[config.mk]
export PLATFORM = sky130hd
export DESIGN_NAME = mult_result_fifo
export DESIGN_NICKNAME = d
export VERILOG_FILES = /design/src/rtl/mult_result_fifo.sv
export SDC_FILE = /design/constraint.sdc
export NUM_CORES = 1
export LEC_CHECK = 0
export BUFFER_PORTS_ARGS = -buffer_cell sky130_fd_sc_hd__buf_2
export CAP_MARGIN = 25
export CORE_ASPECT_RATIO = 0.7
export CORE_MARGIN = 8
export CORE_UTILIZATION = 60
export CTS_BUF_LIST = sky130_fd_sc_hd__clkbuf_4 sky130_fd_sc_hd__clkbuf_8
export CTS_CLUSTER_DIAMETER = 80
export DETAILED_ROUTE_END_ITERATION = 6
export GPL_TIMING_DRIVEN = 0
export PLACE_DENSITY_LB_ADDON = 0.1
export SLEW_MARGIN = 0
export SYNTH_ARGS = -nofsm -noshare
export SYNTH_HDL_FRONTEND = slang
export SYNTH_SLANG_ARGS = --single-unit
[constraint.sdc]
create_clock -name clk -period 3.91 [get_ports clk]
set_clock_uncertainty 0.1 [all_clocks]
set_input_delay 0.391 -clock clk [delete_from_list [all_inputs] [get_ports clk]]
set_output_delay 0.391 -clock clk [all_outputs]
set_load 0.005 [all_outputs]
[src/rtl/mult_result_fifo.sv]
// Result buffer behind the FP32 multiplier: queues {flags, product} words under
// valid/ready and keeps sticky flag status plus saturating per-flag event counters.
//
// Handshake: a transfer happens on a rising edge where valid and ready are both 1.
// in_ready depends only on occupancy, and out_valid/out_result/out_flags depend only
// on stored state. The producer must hold its word while in_ready is 0. The head
// word stays stable while the consumer stalls.
module mult_result_fifo #(
    parameter int DEPTH = 4,
    parameter int CNT_W = 16
) (
    input  logic                       clk,
    input  logic                       rst_n,
    input  logic                       in_valid,
    output logic                       in_ready,
    input  logic [31:0]                in_result,
    input  logic                       in_exception,
    input  logic                       in_overflow,
    input  logic                       in_underflow,
    output logic                       out_valid,
    input  logic                       out_ready,
    output logic [31:0]                out_result,
    output logic [2:0]                 out_flags,
    output logic [$clog2(DEPTH):0]     level,
    output logic [2:0]                 sticky_flags,
    output logic [CNT_W-1:0]           exc_count,
    output logic [CNT_W-1:0]           ovf_count,
    output logic [CNT_W-1:0]           unf_count,
    input  logic                       clr_stat
);

    localparam int AW = $clog2(DEPTH);
    localparam int LW = AW + 1;
    localparam logic [LW-1:0] FULL_LEVEL = LW'(DEPTH);

    logic [34:0]      r_mem [DEPTH];
    logic [AW-1:0]    r_wr_ptr;
    logic [AW-1:0]    r_rd_ptr;
    logic [LW-1:0]    r_level;
    logic [2:0]       r_sticky;
    logic [CNT_W-1:0] r_exc_cnt;
    logic [CNT_W-1:0] r_ovf_cnt;
    logic [CNT_W-1:0] r_unf_cnt;

    logic             w_in_ready;
    logic             w_out_valid;
    logic             w_push;
    logic             w_pop;
    logic [2:0]       w_in_flags;
    logic [34:0]      w_head;

    // Clearing happens first so a coincident flagged push still counts as one event.
    function automatic logic [CNT_W-1:0] next_cnt(
        input logic [CNT_W-1:0] cur,
        input logic             clr,
        input logic             hit
    );
        logic [CNT_W-1:0] base;
        base = clr ? '0 : cur;
        if (hit && (base != {CNT_W{1'b1}})) begin
            base = base + 1'b1;
        end
        return base;
    endfunction

    assign w_in_flags  = {in_exception, in_overflow, in_underflow};
    assign w_in_ready  = (r_level != FULL_LEVEL);
    assign w_out_valid = (r_level != '0);
    assign w_push      = in_valid & w_in_ready;
    assign w_pop       = w_out_valid & out_ready;
    assign w_head      = r_mem[r_rd_ptr];

    // Storage is not reset; the level counter alone defines which entries are live.
    always_ff @(posedge clk) begin
        if (w_push) begin
            r_mem[r_wr_ptr] <= {w_in_flags, in_result};
        end
    end

    always_ff @(posedge clk or negedge rst_n) begin
        if (!rst_n) begin
            r_wr_ptr <= '0;
            r_rd_ptr <= '0;
            r_level  <= '0;
        end else begin
            if (w_push) begin
                r_wr_ptr <= r_wr_ptr + 1'b1;
            end
            if (w_pop) begin
                r_rd_ptr <= r_rd_ptr + 1'b1;
            end
            case ({w_push, w_pop})
                2'b10:   r_level <= r_level + 1'b1;
                2'b01:   r_level <= r_level - 1'b1;
                default: r_level <= r_level;
            endcase
        end
    end

    always_ff @(posedge clk or negedge rst_n) begin
        if (!rst_n) begin
            r_sticky  <= '0;
            r_exc_cnt <= '0;
            r_ovf_cnt <= '0;
            r_unf_cnt <= '0;
        end else begin
            r_sticky  <= (clr_stat ? 3'b000 : r_sticky) | (w_push ? w_in_flags : 3'b000);
            r_exc_cnt <= next_cnt(r_exc_cnt, clr_stat, w_push & in_exception);
            r_ovf_cnt <= next_cnt(r_ovf_cnt, clr_stat, w_push & in_overflow);
            r_unf_cnt <= next_cnt(r_unf_cnt, clr_stat, w_push & in_underflow);
        end
    end

    assign in_ready     = w_in_ready;
    assign out_valid    = w_out_valid;
    assign out_result   = w_out_valid ? w_head[31:0]  : 32'h0;
    assign out_flags    = w_out_valid ? w_head[34:32] : 3'b000;
    assign level        = r_level;
    assign sticky_flags = r_sticky;
    assign exc_count    = r_exc_cnt;
    assign ovf_count    = r_ovf_cnt;
    assign unf_count    = r_unf_cnt;

endmodule

==> results of run 1 <==
[worst min-delay path by stage]
stage,from,endpoint,depth (start not counted),slack (ps)
after detailed placement,sticky_flags[0],sticky_flags[0],1,370
after CTS,in_result[15],r_mem[3][15],1,2
final,in_result[26],r_mem[2][26],1,40
after global placement,sticky_flags[1],sticky_flags[1],1,360
after global routing,in_result[16],r_mem[0][16],1,0.9
after floorplan,rst_n,exc_count[0],0,-5
[layout make-up]
class / instances / area, sq um / share of cell area
Buffer: 21 / 108 / 0.0107
Multi-Input combinational cell: 320 / 2780 / 0.277
Clock inverter: 15 / 166 / 0.0166
Timing Repair Buffer: 138 / 803 / 0.0801
Sequential cell: 198 / 5660 / 0.564
Inverter: 13 / 48.8 / 0.00486
Tap cell: 190 / 238 / 0.0237
Clock buffer: 17 / 234 / 0.0233
[power by group]
group / internal, mW / total (mW) / switching, mW / leakage [nW]
Sequential: 2.63 / 2.74 / 0.107 / 2.07
Clock: 0.581 / 1.32 / 0.738 / 0.188
Combinational: 0.933 / 1.85 / 0.916 / 1.65
Total: 4.14 / 5.91 / 1.76 / 3.90
[stage by stage]
step           hold slack [ps]  cells
6_report                  38.3    912
3_3_place_gp               359    872
4_1_cts                   2.12    910
3_5_place_dp               365    877
5_1_grt                  0.882    912
2_1_floorplan            -4.59    552
[sequential cells by signal, summed over array words and instances (netlist names)]
name and flops:
exc_count 16, level 3, ovf_count 16, r_mem 140, r_rd_ptr 2, r_wr_ptr 2
sticky_flags 3, unf_count 16
[routing by layer]
layer	global-route usage	share of wire	routed length, microns	vias to the layer above
met2	0.310	0.46	8230	156
met5	0	0.0011	20	-
met4	0.0501	0.0099	175	4
li1	-	-	-	2415
met1	0.269	0.45	8050	2610
met3	0.0653	0.071	1270	18
[kinds of logic (layout without fill, tap and decap cells)]
logic type,Yosys count,after routing,synth area share
xor+xnor,37,37,0.0377
buf+inv,34,204,0.0182
mux,45,45,0.104
fa+ha+maj,9,9,0.0140
flops,198,198,0.659
compound gates,35,35,0.0312
simple gates,194,194,0.136
[placed cells by master (no fill, tap or decap), types with 12 or more instances in the layout]
cell type	netlist	layout
mux4_2	35	35
xnor2_1	25	25
clkbuf_8	0	17
nand3_1	19	19
edfxtp_1	140	140
dfrtp_1	58	58
clkbuf_1	12	12
nand2_1	27	27
xor2_1	12	12
buf_2	5	135
and2_1	38	38
inv_1	12	12
nor2b_1	21	21
nor2_1	24	24
==> summary.md, run 1 <==
| Metric | Value |
|---|---|
| Setup Buffers After CTS | 0 |
| Relative slew slack | 0.406 |
| Vias | 5203 |
| Total core area | 14000 sq um |
| DR WL/cell | 19.5 microns |
| Synth top area share | 0.490 |
| Area delta synth->final | 16.8% |
| Initial antenna violation count | 2 |
| Most frequent cell after synthesis | edfxtp_1 |
| Residual DRC | 0 |
| Clk root buf | clkbuf_8 |
| Final Total Pwr | 5.91 mW |
| Cells after synthesis | 552 |
| Cell Rows | 36 |
| Worst-case clock buffer depth | 2 |
| Yosys warns | 0 |
| Critical path launch point | r_rd_ptr[1] |
| Worst VDD drop | 0.000358 V |
| Max capacitance violation total | 0 |
| Synthesized area | 8590 sq um |
| Final instance area | 10000 sq um |
| Hold crit path type | primary input to flop |
| Nets | 758 |
| Post-synth EDFFs | 140 |
| Clk sinks | 198 |
| Worst path arrival time | 2430 ps |
| Routability congestion estimate | 0.894 |
| Wire length of the first global-routing pass | 28300 microns |
| Crit start category | flop |
| PwrDens | 589 nW/um^2 |
| Utilization after layout | 0.718 |
| Critical Path Stages | 5 |
| R2R cell count | 9 |
| CP Buf/Inv Count | 3 |
| Clock period minus worst slack | 2920 ps |
| Drt pass-1 iters | 5 |
| Vias in the first global route | 5308 |
| Worst setup path class | flop to primary output |
| CTS tree | built |
| DIE WIDTH | 159 microns |
| Die height | 116 microns |
| Final Slew Violations | 0 |
| Crit path max-delay family | buffers and inverters |
| Total track usage | 0.199 |
| # port buffers | 130 |
| Placement Cell Area | 9600 sq um |
| H-tree Lvls | 4 |
| Detailed Place HPWL | 12500 microns |
| Final hold vios | 0 |
| Most frequent CP cell | clkbuf_1 |
| Worst-margin pin slew | 883 ps |
| Status | complete, no violations |
| Crit. End Element | primary output |
| Seq/Total Area, Yosys | 0.659 |
| Filler instances | 954 |
| Antenna viol nets, final | 0 |
| Clock Latency Late Sink | 470 ps |
| Top cell type by total area after synthesis | edfxtp_1 |
| # diodes | 0 |
| Number of buffers created by CTS | 17 |
| Leakage power | 3.90 nW |
| Worst-path cell chain | clkbuf_1 > clkbuf_1 > mux4_2 > and2_1 > buf_2 |
| Layout cells sized above 1 | 0.325 |
| CTS clk-pin slew, worst paths | 100 ps |
| RSZ-0062 raised after global routing | false |
| Critical path capture point | out_result[18] |
| Post-Place Setup Slack | 780 ps |
| Commonest cells post-synth | edfxtp_1, dfrtp_1, and2_1, mux4_2, nand2_1 |
| Routed vias/inst | 5.71 |
| Post_cts resized | 0 |
| Initial core utilization | 0.615 |
| Worst path max stage delay | 550 ps |
| Area contributors post-synth | edfxtp_1, dfrtp_1, mux4_2 |
| CP max stage cell | clkbuf_1 |
| IO Pins | 131 |
| Post-Route WL | 17700 microns |
| Final worst path period share | 0.746 |
| Gr ovfl total | 0 |
| Unique cell type count in the Yosys netlist | 59 |
| Yosys reg bits | 198 |
| Avg Inst Size Synth | 15.6 sq um |
| Final Setup Violations | 0 |
| Ys async rst share | 0.293 |
| Worst Path Max Fanout | 10 |
| Final setup TNS | 0 ps |
| Worst Path Required | 3420 ps |
| Maximum clock rate | 343 MHz |
| Reg2reg end | level[2] |
| Cts hold-fix bufs | 1 |
| Die ar. | 18500 sq um |
| DR iter-0 viols | 298 |
| Reg2reg start | level[0] |
| Largest net degree at the start of global routing | 36 |
| Top FF cell, synth | edfxtp_1 |
| Setup WS post-layout | 992 ps |
| Mapped Nets | 601 |
| R2R setup slack | 1420 ps |
(Power assumes the default switching activity.)
==> run 2: changes to the inputs <==
- ABC_AREA: not set -> 1
- CORE_UTILIZATION: 60 -> 54
- clock period: 3.91 -> 2.36 ns (I/O delays scaled with it)
==> run 2 against run 1 <==
  * Global-route usage grew 0.92 points
  * Non-clock buffer count is 55 higher
  * First-iteration DRC count is 140% higher
  * Via count is 43% higher
  * Register-to-register slack got worse by 1300 ps
  * Routed wire length increased by 30%
  * Setup slack worse by 870 ps
  * Critical path depth increased by 1
  * Total power is 84% higher
  * Largest cell class unchanged
==> summary.md, run 2 <==
| Metric | Value |
|---|---|
| Largest family of logic cells by synthesized area | simple AND/OR/NAND/NOR gates |
| Final Slew Violations | 0 (unchanged) |
| Synth Area in Compound Gates | 0.0639 (+0.0327) |
| Worst Path Max Fanout | 10 (unchanged) |
| PwrDens | 943 nW/um^2 (+60%) |
| Post-synthesis simple-gate area fraction | 0.248 (+0.112) |
| RSZ-0062 raised after global routing | true |
| Largest net degree at the start of global routing | 34 (-5.6%) |
| Worst VDD drop | 0.000515 V (+44%) |
| Synth Area in XOR/XNOR | 0.0213 (-0.0164) |
| # diodes | 0 (unchanged) |
| Commonest cells post-synth | nand2_1, nor2_1, edfxtp_1, inv_1, o21ai_0 |
| Layout cells sized above 1 | 0.212 (-0.113) |
| Filler instances | 1338 (+40%) |
| Flip-flop count of the largest register after layout | 140 (unchanged) |
| Antenna viol nets, final | 0 (unchanged) |
| DR WL/cell | 15.9 microns (-18%) |
| Total core area | 17200 sq um (+23%) |
| Relative slew slack | 0.540 (+0.134) |
| Avg Inst Size Synth | 9.26 sq um (-40%) |
| Vias | 7463 (+43%) |
| CP Buf/Inv Count | 4 (+1) |
| Reg with most FFs | r_mem |
| Hold Startpoint | out_ready |
| Post-Place Setup Slack | -341 ps (-1120 ps) |
| Top cell type by total area after synthesis | edfxtp_1 |
| Yosys reg bits | 198 (unchanged) |
| Post-Route WL | 23100 microns (+30%) |
| Commonest non-fill, non-tap cell in the layout | nand2_1 |
| DIE WIDTH | 174 microns (+9.6%) |
| Final Setup Violations | 0 (unchanged) |
| Number of buffers created by CTS | 17 (unchanged) |
| Detailed Place HPWL | 16100 microns (+29%) |
| Post-synth EDFFs | 140 (unchanged) |
| Utilization after layout | 0.670 (-0.0484) |
| Most frequent cell after synthesis | nand2_1 |
| Crit. End Element | primary output |
| Top FF cell, synth | edfxtp_1 |
| Yosys warns | 0 (unchanged) |
| Most frequent CP cell | buf_2 |
| Clock period minus worst slack | 2240 ps |
| Clk root buf | clkbuf_8 |
| Critical path launch point | r_rd_ptr[0] |
| Hold crit path type | primary input to flop |
| Status | complete, no violations |
| Area delta synth->final | 21.6% |
| Routed vias/inst | 5.11 (-10%) |
| Commonest non-fill, non-tap cells in the layout | nand2_1, nor2_1, edfxtp_1, buf_2, inv_1 |
| Worst-margin pin slew | 689 ps (-194 ps) |
| CTS tree | built |
| CP max stage cell | dfrtp_2 |
| Cell Rows | 40 (+11%) |
| Maximum clock rate | 446 MHz |
| Total track usage | 0.208 (+0.00923) |
| Crit start category | flop |
| Gr ovfl total | 0 (unchanged) |
| Crit path max-delay family | buffers and inverters |
| Worst path arrival time | 1900 ps (-530 ps) |
| Seq/Total Area, Yosys | 0.598 (-0.0606) |
| Final hold vios | 0 (unchanged) |
| Die ar. | 22100 sq um (+20%) |
| Vias in the first global route | 6883 (+30%) |
| Initial core utilization | 0.551 (-0.0641) |
| Clk sinks | 198 (unchanged) |
| Leakage power | 4.87 nW (+25%) |
| Setup WS post-layout | 120 ps (-872 ps) |
| Worst-case clock buffer depth | 2 (unchanged) |
| Synth top area share | 0.445 (-0.0450) |
| Ys async rst share | 0.293 (unchanged) |
| Reg2reg start | level[0] |
| Final setup TNS | 0 ps (unchanged) |
| Routability congestion estimate | 0.871 (-2.6%) |
| Initial antenna violation count | 0 (-2) |
| Nets | 1265 (+67%) |
| Worst-path cell chain | clkbuf_4 > inv_4 > buf_2 > o21ai_0 > a21oi_1 > buf_2 |
| Worst setup path class | flop to primary output |
| CTS clk-pin slew, worst paths | 110 ps (about the same) |
| Worst Path Required | 2020 ps (-1400 ps) |
| Area share of fa/ha/maj cells after synthesis | 0.0127 (-0.00129) |
| Clock Latency Late Sink | 480 ps (about the same) |
| Die height | 127 microns (+9.2%) |
| Cells after synthesis | 1021 (+85%) |
| Synthesized area | 9460 sq um (+10%) |
| Worst hold slack | 46.7 ps (+8.45 ps) |
| Max capacitance violation total | 0 (unchanged) |
| # port buffers | 130 (unchanged) |
| Wire length of the first global-routing pass | 36500 microns (+29%) |
| H-tree Lvls | 4 (unchanged) |
| Residual DRC | 0 (unchanged) |
| Area contributors post-synth | edfxtp_1, dfrtp_1, nand2_1 |
| DR iter-0 viols | 729 (+140%) |
| Mapped Nets | 1070 (+78%) |
| Unique cell type count in the Yosys netlist | 29 (-51%) |
| IO Pins | 131 (unchanged) |
| Final worst path period share | 0.949 |
| Drt pass-1 iters | 5 (unchanged) |
| R2R setup slack | 170 ps (-1250 ps) |
| Worst path max stage delay | 430 ps (-120 ps) |
| Post-synthesis mux area share | 0 (-0.104) |
[run 2: cell count changes after synthesis, sizes merged, moves of 35 or more]
| cell | before | now |
|---|---|---|
| nor2 | 24 | 250 |
| nand2 | 27 | 252 |
| inv | 13 | 81 |
| o21ai | 6 | 74 |
| and2 | 38 | 0 |
| mux4 | 35 | 0 |
[run 2: what timing repair did]
| item | CTS | global route |
|---|---|---|
| hold buffers | 36 | 0 |
| hold endpoints to repair | 165 | 0 |
| cloned | 0 | 0 |
| buffers inserted | 2 | 4 |
| pin swaps | 1 | 2 |
| gates resized for setup | 29 | 31 |
| setup endpoints to repair | 45 | 55 |
[run 2: cell families (layout without fill, tap and decap cells)]
group                    count (synthesis)  after routing
AND/OR/NAND/NOR                        558            558
flip-flops                             198            198
buffers and inverters                  120            328
AO/OA/AOI/OAI                          113            113
XOR/XNOR                                23             23
adder cells (fa/ha/maj)                  9              9
[run 2: metrics by stage]
step	power, mW	instance area [sq um]	std cells
detailed placement	8.37	10600	1387
global placement	8.17	10400	1382
global route	11.5	11500	1460
CTS	10.8	11400	1456
finish	10.9	11500	1460
floorplan	6.67	9460	1021
[run 2: final timing paths]
kind	to	depth (start not counted)
hold / removal	r_rd_ptr[1]	5
max in group asynchronous	r_rd_ptr[0]	3
setup / recovery	out_flags[1]	6
min in group asynchronous	ovf_count[11]	2
setup reg to reg	r_mem[2][21]	6
hold reg to reg	sticky_flags[2]	2
[run 2: where the power goes]
part / switching [mW] / internal, mW
clock: 1.37 / 0.926
sequential: 0.173 / 4.34
combinational: 2.49 / 1.55
total: 4.03 / 6.82
[run 2: layout make-up]
| type | count | area [sq um] | area share |
|---|---|---|---|
| buffer | 37 | 280 | 0.0244 |
| inverter | 82 | 315 | 0.0274 |
| clock inverter | 15 | 206 | 0.0179 |
| tap | 231 | 289 | 0.0251 |
| multi-input combinational | 703 | 3320 | 0.289 |
| sequential | 198 | 5660 | 0.492 |
| timing repair buffer | 177 | 1200 | 0.104 |
| clock buffer | 17 | 234 | 0.0203 |
[run 2: worst min-delay path: stages]
cell,delay (ps)
buf_2,110
inv_1,50
nor2_1,60
nand2_1,70
xor2_1,60
[run 2: metal layers]
layer / up-vias / track usage / routed length, microns
met2: 257 / 0.308 / 10100
li1: 3714 / - / -
met4: 0 / 0.0521 / 244
met3: 22 / 0.0507 / 1640
met1: 3470 / 0.304 / 11200
met5: - / 0 / 0
==> run 3: changes to the inputs <==
- CORE_UTILIZATION: 54 -> 50
==> run 3 against run 2 <==
  * Flip-flop and latch count is the same
  * Routed wire length grew 1.1%
  * Via count shrank 1.5%
  * Sequential power is essentially flat
  * Design area shrank 0.87%
  * Combinational power shrank 4%
  * Critical endpoint is now out_flags[0]
==> summary.md, run 3 (same netlist as run 2, synthesis figures left out) <==
| Metric | Value |
|---|---|
| Detailed Place HPWL | 16600 microns (+3.2%) |
| Comb power frac | 0.365 (-0.007) |
| Clk sinks | 198 (unchanged) |
| Hold crit path type | primary input to flop |
| Reg with most FFs | r_mem |
| CTS clk-pin slew, worst paths | 100 ps (about the same) |
| Flop pwr share | 0.426 (+0.010) |
| Max capacitance violation total | 0 (unchanged) |
| Clock Latency Late Sink | 460 ps (-20 ps) |
| Routability congestion estimate | 0.870 (-0.10%) |
| Die ar. | 23600 sq um (+7.1%) |
| Reg2reg start | level[0] |
| Largest net degree at the start of global routing | 36 (+5.9%) |
| Drt pass-1 iters | 5 (unchanged) |
| Clock power share | 0.209 (-0.002) |
| Worst hold slack | 76.0 ps (+29.3 ps) |
| RSZ-0062 raised after global routing | false |
| Routed vias/inst | 5.02 (-1.9%) |
| Worst VDD drop | 0.000619 V (+20%) |
| R2R setup slack | 140 ps (-30 ps) |
| R2R cell count | 9 (+3) |
| Maximum clock rate | 445 MHz (-0.28%) |
| CTS tree | built |
| DIE WIDTH | 180 microns (+3.6%) |
| Worst Path Required | 2020 ps (about the same) |
| Post-Layout Cell Count | 1466 (+0.41%) |
| Hold Startpoint | out_ready |
| Final Slew Violations | 0 (unchanged) |
| Worst setup path class | flop to primary output |
| Switching share of total power | 0.371 (about the same) |
| Crit start category | flop |
| Wire length of the first global-routing pass | 37100 microns (+1.6%) |
| Hold path cells | 5 (unchanged) |
| Placed cells | 1398 (+0.79%) |
| Placement Cell Area | 10500 sq um (about the same) |
| Internal power | 6.70 mW (-1.7%) |
| Clock period minus worst slack | 2250 ps (+6.28 ps) |
| Worst-case clock buffer depth | 2 (unchanged) |
| Leakage power | 4.82 nW (-1.1%) |
| Worst-margin pin slew | 614 ps (-74.3 ps) |
| Worst path arrival time | 1910 ps (about the same) |
| Post-Route WL | 23400 microns (+1.1%) |
| Worst Hold Endpoint | r_rd_ptr[1] |
| Final Setup Violations | 0 (unchanged) |
| Gr ovfl total | 0 (unchanged) |
| Reg2reg end | level[2] |
| Final worst path period share | 0.952 (+0.00266) |
| Status | complete, no violations |
| Number of buffers created by CTS | 17 (unchanged) |
| Vias | 7352 (-1.5%) |
| Final instance area | 11400 sq um (-0.87%) |
| Relative slew slack | 0.589 (+0.0496) |
| DR WL/cell | 16.0 microns (+0.72%) |
| Net Switching | 3.96 mW (-1.7%) |
| Residual DRC | 0 (unchanged) |
| Crit. End Element | primary output |
| H-tree Lvls | 4 (unchanged) |
| PwrDens | 935 nW/um^2 (-0.85%) |
| Nets | 1260 (-0.40%) |
| Total track usage | 0.201 (-0.00716) |
| Antenna viol nets, final | 0 (unchanged) |
| Initial antenna violation count | 0 (unchanged) |
| # port buffers | 130 (unchanged) |
| Total core area | 18700 sq um (+9.0%) |
| Vias in the first global route | 6944 (+0.89%) |
| Worst Path Max Fanout | 10 (unchanged) |
| Initial core utilization | 0.505 (-0.0454) |
| DR iter-0 viols | 540 (-26%) |
| Cell Rows | 42 (+5.0%) |
| Area delta synth->final | 20.6% |
| Commonest non-fill, non-tap cell in the layout | nand2_1 |
| Final hold vios | 0 (unchanged) |
| IO Pins | 131 (unchanged) |
| Commonest non-fill, non-tap cells in the layout | nand2_1, nor2_1, edfxtp_1, buf_2, inv_1 |
| Clk root buf | clkbuf_8 |
| # diodes | 0 (unchanged) |
| Die height | 131 microns (+3.4%) |
| Flip-flop count of the largest register after layout | 140 (unchanged) |
| Layout cells sized above 1 | 0.208 (-0.00403) |
-- run 3: changes by cell type in the layout (fill, tap and decap cells not counted), moves of 2 or more --
| cell | change |
|---|---|
| buf_12 | +2 |
| clkbuf_2 | +5 |
| buf_2 | -5 |
| buf_16 | -3 |
| buf_4 | -3 |
| clkinv_8 | -3 |
| inv_6 | +3 |
-- run 3: cell type report --
type | count | area (sq um)
plain buffers | 36 | 265
clock buffers | 17 | 234
clock inverters | 15 | 175
fillers | 1624 | 7310
inverters | 82 | 313
multi-input cells | 703 | 3320
flip-flops and latches | 198 | 5660
well taps | 242 | 303
repair buffers | 173 | 1130
-- run 3: power by group through the flow --
stage	Clock, mW	Combinational, mW	Sequential (mW)
after floorplan	0	2.09	4.58
after global placement	0	3.58	4.62
after detailed placement	0	3.77	4.58
after CTS	2.28	3.89	4.55
after global routing	2.41	4.36	4.60
final	2.23	3.89	4.55
-- run 3: stage by stage --
| step | utilization | TNS [ps] | setup WS, ps | power, mW |
|---|---|---|---|---|
| 3_5_place_dp | 0.564 | -13160 | -476 | 8.36 |
| 4_1_cts | 0.608 | 0 | 6.25 | 10.7 |
| 6_report | 0.609 | 0 | 114 | 10.7 |
| 3_3_place_gp | 0.556 | -254570 | -1800 | 8.20 |
| 5_1_grt | 0.609 | 0 | 1.02 | 11.4 |
| 2_1_floorplan | - | -72040 | -515 | 6.67 |
-- run 3: timing repair --
action                                  CTS  global route
endpoints found under the setup margin   38            47
buffers inserted                          1             1
hold endpoints to repair                163             0
pin swaps                                 1             1
gates resized for setup                  29            17
hold buffers                             36             0
-- run 3: how the worst max path moves through the flow --
stage	start	endpoint
global route	r_rd_ptr[1]	out_result[5]
global placement	level[0]	r_mem[3][29]
finish	r_rd_ptr[0]	out_flags[0]
CTS	r_rd_ptr[1]	out_result[21]
floorplan	level[0]	r_mem[0][0]
detailed placement	clr_stat	ovf_count[0]
-- run 3: worst max-delay path, stage by stage (launching register included) --
cell and delay [ps]:
dfrtp_2 510, buf_2 300, nor2_1 80, nor2_1 90, o21ai_0 100, a21oi_1 230, buf_2 150
-- run 3: per-layer routing --
metal	track usage	up-vias	wire (microns)
met3	0.0424	9	1580
met1	0.283	3398	11200
met4	0.0451	0	124
met5	0	-	0
met2	0.319	236	10500
li1	-	3709	-
